$ cat src/rtl/keypad_pkg.sv
// Shared types and constants for the 4x4 keypad scanner.
package keypad_pkg;

    typedef enum logic [1:0] {
        IDLE,
        CAND,
        PRESSED,
        RELEASING
    } key_state_e;

    localparam int          NUM_ROWS     = 4;
    localparam int          NUM_COLS     = 4;
    localparam logic [3:0]  KEY_FUNC_POS = 4'd15;
    localparam logic [3:0]  COL_RESET    = 4'b1110;

    function automatic logic [3:0] sat_inc(input logic [3:0] val, input logic [3:0] lim);
        return (val >= lim) ? lim : val + 4'd1;
    endfunction

endpackage

$ cat src/rtl/keypad_col_scanner.sv
// Column scanner: row synchronizer, scan divider, one-hot-low column drive and
// per-frame capture of the first pressed key in scan order.
module keypad_col_scanner
    import keypad_pkg::*;
#(
    parameter int SCAN_DIV = 1000
) (
    input  logic       clk,
    input  logic       reset,
    input  logic [3:0] row_in,
    output logic [3:0] col_out,
    output logic       frame_done,
    output logic       frame_hit,
    output logic [3:0] frame_pos
);

    localparam int               DIV_W    = $clog2(SCAN_DIV);
    localparam logic [DIV_W-1:0] DIV_LAST = DIV_W'(SCAN_DIV - 1);

    logic [3:0]       row_s1_q, row_s2_q;
    logic [DIV_W-1:0] div_cnt_q, div_cnt_d;
    logic [1:0]       col_idx_q, col_idx_d;
    logic [3:0]       col_out_q, col_out_d;
    logic             hit_q, hit_d;
    logic [3:0]       pos_q, pos_d;

    logic             sample;
    logic [3:0]       row_low;
    logic             col_hit;
    logic [1:0]       row_sel;
    logic [3:0]       col_pos;

    always_comb begin
        sample  = (div_cnt_q == DIV_LAST);
        row_low = ~row_s2_q;
        col_hit = |row_low;
        row_sel = 2'd0;
        // Walk downward so the lowest-numbered low row is the one kept.
        for (int r = NUM_ROWS - 1; r >= 0; r--) begin
            if (row_low[r]) row_sel = 2'(r);
        end
        col_pos = {row_sel, col_idx_q};

        div_cnt_d = sample ? '0 : div_cnt_q + 1'b1;
        col_idx_d = sample ? col_idx_q + 2'd1 : col_idx_q;
        col_out_d = ~(4'b0001 << col_idx_d);

        hit_d = hit_q;
        pos_d = pos_q;
        if (sample) begin
            if (col_idx_q == 2'(NUM_COLS - 1)) begin
                hit_d = 1'b0;
                pos_d = 4'd0;
            end else if (!hit_q && col_hit) begin
                hit_d = 1'b1;
                pos_d = col_pos;
            end
        end

        frame_done = sample && (col_idx_q == 2'(NUM_COLS - 1));
        frame_hit  = hit_q || col_hit;
        frame_pos  = hit_q ? pos_q : col_pos;
    end

    always_ff @(posedge clk) begin
        if (reset) begin
            row_s1_q  <= 4'hF;
            row_s2_q  <= 4'hF;
            div_cnt_q <= '0;
            col_idx_q <= 2'd0;
            col_out_q <= COL_RESET;
            hit_q     <= 1'b0;
            pos_q     <= 4'd0;
        end else begin
            row_s1_q  <= row_in;
            row_s2_q  <= row_s1_q;
            div_cnt_q <= div_cnt_d;
            col_idx_q <= col_idx_d;
            col_out_q <= col_out_d;
            hit_q     <= hit_d;
            pos_q     <= pos_d;
        end
    end

    assign col_out = col_out_q;

endmodule

$ cat src/rtl/keypad_scanner.sv
// 4x4 keypad scanner top: column scanner plus debounce FSM and strobe outputs.
// Build option: KEYPAD_LOCK_EN swallows accepts while key_lock is high.
//
//  state     | meaning
//  IDLE      | no key down
//  CAND      | key seen, counting identical frames before accepting
//  PRESSED   | key accepted and still down
//  RELEASING | key gone, counting empty frames before reporting release
module keypad_scanner
    import keypad_pkg::*;
#(
    parameter int SCAN_DIV        = 1000,
    parameter int DEBOUNCE_FRAMES = 4
) (
    input  logic       clk,
    input  logic       reset,
    input  logic [3:0] row_in,
    input  logic       key_lock,
    output logic [3:0] col_out,
    output logic [3:0] key_code,
    output logic       key_enable,
    output logic       key_func,
    output logic       key_held,
    output logic       key_release
);

    localparam logic [3:0] DB_LIM = 4'(DEBOUNCE_FRAMES);

    logic       frame_done, frame_hit;
    logic [3:0] frame_pos;

    key_state_e state_q, state_d;
    logic [3:0] cand_q, cand_d;
    logic [3:0] cnt_q, cnt_d;
    logic [3:0] code_q, code_d;
    logic       enable_q, enable_d;
    logic       func_q, func_d;
    logic       held_q, held_d;
    logic       release_q, release_d;

    logic       accept;
    logic [3:0] accept_pos;
    logic       swallow;

    keypad_col_scanner #(
        .SCAN_DIV(SCAN_DIV)
    ) u_col_scanner (
        .clk        (clk),
        .reset      (reset),
        .row_in     (row_in),
        .col_out    (col_out),
        .frame_done (frame_done),
        .frame_hit  (frame_hit),
        .frame_pos  (frame_pos)
    );

`ifdef KEYPAD_LOCK_EN
    assign swallow = key_lock;
`else
    logic unused_key_lock;
    assign unused_key_lock = key_lock;
    assign swallow         = 1'b0;
`endif

    always_comb begin
        state_d    = state_q;
        cand_d     = cand_q;
        cnt_d      = cnt_q;
        accept     = 1'b0;
        accept_pos = cand_q;
        release_d  = 1'b0;

        if (frame_done) begin
            unique case (state_q)
                IDLE: begin
                    if (frame_hit) begin
                        cand_d = frame_pos;
                        cnt_d  = 4'd1;
                        if (DB_LIM <= 4'd1) begin
                            state_d    = PRESSED;
                            accept     = 1'b1;
                            accept_pos = frame_pos;
                        end else begin
                            state_d = CAND;
                        end
                    end
                end
                CAND: begin
                    if (!frame_hit) begin
                        state_d = IDLE;
                        cnt_d   = 4'd0;
                    end else if (frame_pos != cand_q) begin
                        cand_d = frame_pos;
                        cnt_d  = 4'd1;
                    end else begin
                        cnt_d = sat_inc(cnt_q, DB_LIM);
                        if (cnt_d >= DB_LIM) begin
                            state_d    = PRESSED;
                            accept     = 1'b1;
                            accept_pos = cand_q;
                        end
                    end
                end
                PRESSED: begin
                    if (!frame_hit) begin
                        cnt_d = 4'd1;
                        if (DB_LIM <= 4'd1) begin
                            state_d   = IDLE;
                            cnt_d     = 4'd0;
                            release_d = 1'b1;
                        end else begin
                            state_d = RELEASING;
                        end
                    end
                end
                RELEASING: begin
                    if (frame_hit) begin
                        state_d = PRESSED;
                        cnt_d   = 4'd0;
                    end else begin
                        cnt_d = sat_inc(cnt_q, DB_LIM);
                        if (cnt_d >= DB_LIM) begin
                            state_d   = IDLE;
                            cnt_d     = 4'd0;
                            release_d = 1'b1;
                        end
                    end
                end
                default: state_d = IDLE;
            endcase
        end

        enable_d = accept && !swallow && (accept_pos != KEY_FUNC_POS);
        func_d   = accept && !swallow && (accept_pos == KEY_FUNC_POS);
        code_d   = enable_d ? accept_pos + 4'd1 : code_q;
        held_d   = (state_d == PRESSED) || (state_d == RELEASING);
    end

    always_ff @(posedge clk) begin
        if (reset) begin
            state_q   <= IDLE;
            cand_q    <= 4'd0;
            cnt_q     <= 4'd0;
            code_q    <= 4'd0;
            enable_q  <= 1'b0;
            func_q    <= 1'b0;
            held_q    <= 1'b0;
            release_q <= 1'b0;
        end else begin
            state_q   <= state_d;
            cand_q    <= cand_d;
            cnt_q     <= cnt_d;
            code_q    <= code_d;
            enable_q  <= enable_d;
            func_q    <= func_d;
            held_q    <= held_d;
            release_q <= release_d;
        end
    end

    assign key_code    = code_q;
    assign key_enable  = enable_q;
    assign key_func    = func_q;
    assign key_held    = held_q;
    assign key_release = release_q;

endmodule
$ cat config.mk
export PLATFORM = sky130hd
export DESIGN_NAME = keypad_scanner
export DESIGN_NICKNAME = d
export VERILOG_FILES = /design/src/rtl/keypad_pkg.sv /design/src/rtl/keypad_col_scanner.sv /design/src/rtl/keypad_scanner.sv
export SDC_FILE = /design/constraint.sdc
export NUM_CORES = 1
export LEC_CHECK = 0
export ABC_AREA = 1
export ABC_CLOCK_PERIOD_IN_PS = 1800
export BUFFER_PORTS_ARGS = -buffer_cell sky130_fd_sc_hd__buf_2
export CORE_ASPECT_RATIO = 1.4
export CORE_MARGIN = 5
export CORE_UTILIZATION = 58
export CTS_CLUSTER_DIAMETER = 80
export DETAILED_ROUTE_END_ITERATION = 7
export PLACE_DENSITY_LB_ADDON = 0.08
export SYNTH_ARGS = -nofsm -noshare
export SYNTH_HDL_FRONTEND = slang
export SYNTH_SLANG_ARGS = --single-unit
$ cat constraint.sdc
create_clock -name clk -period 1.8 [get_ports clk]
set_input_delay 0.54 -clock clk [delete_from_list [all_inputs] [get_ports clk]]
set_output_delay 0.54 -clock clk [all_outputs]
set_load 0.05 [all_outputs]
==> summary.txt <==
Status
  • Status: completed

Global routing
  • First-pass GRT wire length: 7010 um
  • Largest net degree at the start of global routing: 17
  • Vias in the first global route: 1679
  • Grt ovf: 0
  • Antenna violations before repair: 0
  • Total GRT Usage: 18.6%

Critical path
  • CP startpoint: u_col_scanner.col_idx_q[0]
  • Worst Setup EP: key_code[2]
  • Worst Setup End Kind: flip-flop
  • Crit path DAT: 1850 ps
  • R2R cell count: 7
  • Crit Path Max Fanout: 5
  • Element type at the critical path start: flip-flop
  • CP required: 2010 ps
  • RR Startpoint: u_col_scanner.col_idx_q[0]
  • R2R Path End: key_code[2]
  • Worst reg2reg setup slack: 160 ps
  • Crit path kind: reg2reg

Place
  • Dpl hpwl: 3090 um
  • Gpl congestion: roughly 0.85
  • DP Area: 0.00231 mm^2
  • Count of input and output buffers: 17

Clock tree
  • CTS clk-pin slew, worst paths: 100 ps
  • Post-cts sizing count: 0
  • CTS tree: done
  • Root Buffer: clkbuf_8
  • CTS Buffer Depth: 2
  • CTS sink cnt: 47
  • CTS H-tree lvls: 2
  • CTS buffer count: 5
  • Postcts setup bufs: 0
  • CTS Hold Bufs: 0
  • Clk Latency, worst-skew pair: 300 ps

Detailed routing
  • Final antenna-violating net count: 0
  • DR vias: around 1800
  • Vias per Instance: between 5 and 6
  • Drt pass-1 iters: 4
  • DRC Markers: 0
  • Post-Route WL: 3980 um
  • DR iter-0 viols: 47
  • Wire per inst: 11.4 um

Die
  • Die Y: 81.8 um
  • Die ar.: 0.00502 mm^2
  • Starting Density: 59.2%
  • Ports: 19
  • CORE AREA: 0.00361 mm^2
  • Die X: 61.3 um
  • Cell row count: 26

Final layout
  • Reg area: 942 um^2
  • Layout area overhead: 12.4%
  • # diodes: 0
  • Multi-input logic area: 0.00106 mm^2
  • Final core occ: between 60 and 70%
  • Share of layout cells above drive strength 1: between 20% and 30%
  • Finished Cell Area: 0.00240 mm^2
  • Fillers: 328
  • Nets: 320

Synth
  • Post-Syn Area: around 0.0021 mm^2
  • Unique masters post-synth: 31
  • Post-synth top flop: dfxtp_1
  • Synth Warn #: 0
  • Avg Inst Size Synth: about 7.6 um^2
  • Post-synth EDFFs: 0
  • Post-synthesis sequential area ratio: roughly 44%
  • Syn Nets: 293
  • Async SR Flop Fraction: 0%
  • #FFs+latches synth: 47
  • Cells after synthesis: 280

Timing
  • Highest clock rate: 612 MHz
  • Slew headroom: 81.6%
  • Final clock skew: roughly 8 ps
  • Max-slew violation count: 0
  • # setup viols final: 0
  • Final Hold Fails: 0
  • Fin crit period: 1640 ps
  • Ratio of final minimum period to clock period: 90.8%
  • Measured slew at the worst slew-check pin: 274 ps
  • Setup_tns: 0 ps
  • RSZ-0062 raised after global routing: false

Power
  • Worst VDD drop: 804 uV
  • Total chip power: around 0.0018 W
  • Pwr Density: 747 mW/mm^2
  • Leak: 1.03 nW

Worst hold path
  • HP Class: in2reg

Job
  • Max cap viols: 0
==> metal layers <==
layer  part of all wire (%)  GRT usage [%]
met1                     42           20.1
met2                     52           33.5
met3                    3.5           4.72
met4                    2.4           7.59
met5                      0              0
==> cell type report <==
cell class                 count  share of cell area (%)
clock buffer                   5                    2.87
clock inverter                 3                   0.990
inverter                      31                    4.85
multi-input combinational    198                    44.1
sequential                    47                    39.2
tap                           42                    2.19
timing repair buffer          24                    5.73
==> power breakdown <==
part	switching (W)	leakage [nW]	internal, W
Combinational	0.0000511	0.610	0.0000297
Sequential	0.00000713	0.382	0.00105
Clock	0.000375	0.0408	0.000278
Total	0.000434	1.03	0.00136
==> how the worst min path moves through the flow <==
| stage | from | endpoint | slack [ps] | cells after the start |
|---|---|---|---|---|
| after floorplan | u_col_scanner.row_s1_q[0] | u_col_scanner.row_s2_q[0] | 390 | 1 |
| after global placement | u_col_scanner.row_s1_q[1] | u_col_scanner.row_s2_q[1] | 390 | 1 |
| after detailed placement | u_col_scanner.row_s1_q[0] | u_col_scanner.row_s2_q[0] | 390 | 1 |
| after CTS | row_in[0] | u_col_scanner.row_s1_q[0] | 400 | 2 |
| after global routing | row_in[3] | u_col_scanner.row_s1_q[3] | 410 | 2 |
| final | row_in[0] | u_col_scanner.row_s1_q[0] | 410 | 2 |
==> per-stage QoR <==
step,hold WS (ps),cells,setup slack (ps)
4_1_cts,405,350,127
5_1_grt,411,350,9.82
3_5_place_dp,394,342,136
3_3_place_gp,391,342,144
6_report,414,350,165
2_1_floorplan,389,280,316
==> critical path, cell delays in order, from the launching register on <==
cell,delay [ps]
dfxtp_1,450
ha_1,270
inv_1,120
nor4_1,320
buf_4,180
nand3_1,80
nand2_1,80
a21oi_2,50
==> flip-flops by register name, indices dropped and copies added (netlist names) <==
name and count:
cand_q 4, cnt_q 4, key_code 4, key_enable 1, key_func 1, key_held 1, key_release 1, state_q 2
u_col_scanner.col_idx_q 2, u_col_scanner.col_out 4, u_col_scanner.div_cnt_q 10, u_col_scanner.hit_q 1, u_col_scanner.pos_q 4, u_col_scanner.row_s1_q 4, u_col_scanner.row_s2_q 4
==> cells in the mapped netlist (2+ instances only) <==
master	n	share of area, %
nand2_1	63	11
dfxtp_1	47	44
nor2_1	29	5.1
inv_1	28	4.9
nand3_1	21	4.9
a21oi_1	18	4.2
o21ai_0	12	2.8
or2_2	12	3.5
nand4_1	8	2.3
ha_1	6	3.5
nand2_2	4	1.2
inv_2	3	0.53
xor2_1	3	1.2
and3_1	2	0.59
clkbuf_1	2	0.35
nand4_4	2	2.0
nor2_2	2	0.59
nor2_4	2	1.1
nor3_1	2	0.47
nor3b_1	2	0.70
o21ai_1	2	0.47
==> cell families after synthesis <==
| group | synth area share, % |
|---|---|
| simple gates | 35.1 |
| flops | 44.0 |
| compound gates | 9.72 |
| buf+inv | 6.38 |
| fa+ha+maj | 3.51 |
| xor+xnor | 1.23 |
==> cell usage in the layout (no fill, tap or decap), types with 3 or more instances in the layout <==
cell type   n
ha_1        6
buf_2      17
dfxtp_1    46
nand2_2     4
xor2_1      3
inv_2       3
nor2_1     29
nand3_1    21
o21ai_0    12
a21oi_1    18
nand2_1    63
nand4_1     8
clkbuf_8    5
or2_2      12
inv_1      28
buf_4       7
No activity file was read; power rests on OpenSTA's default activity.
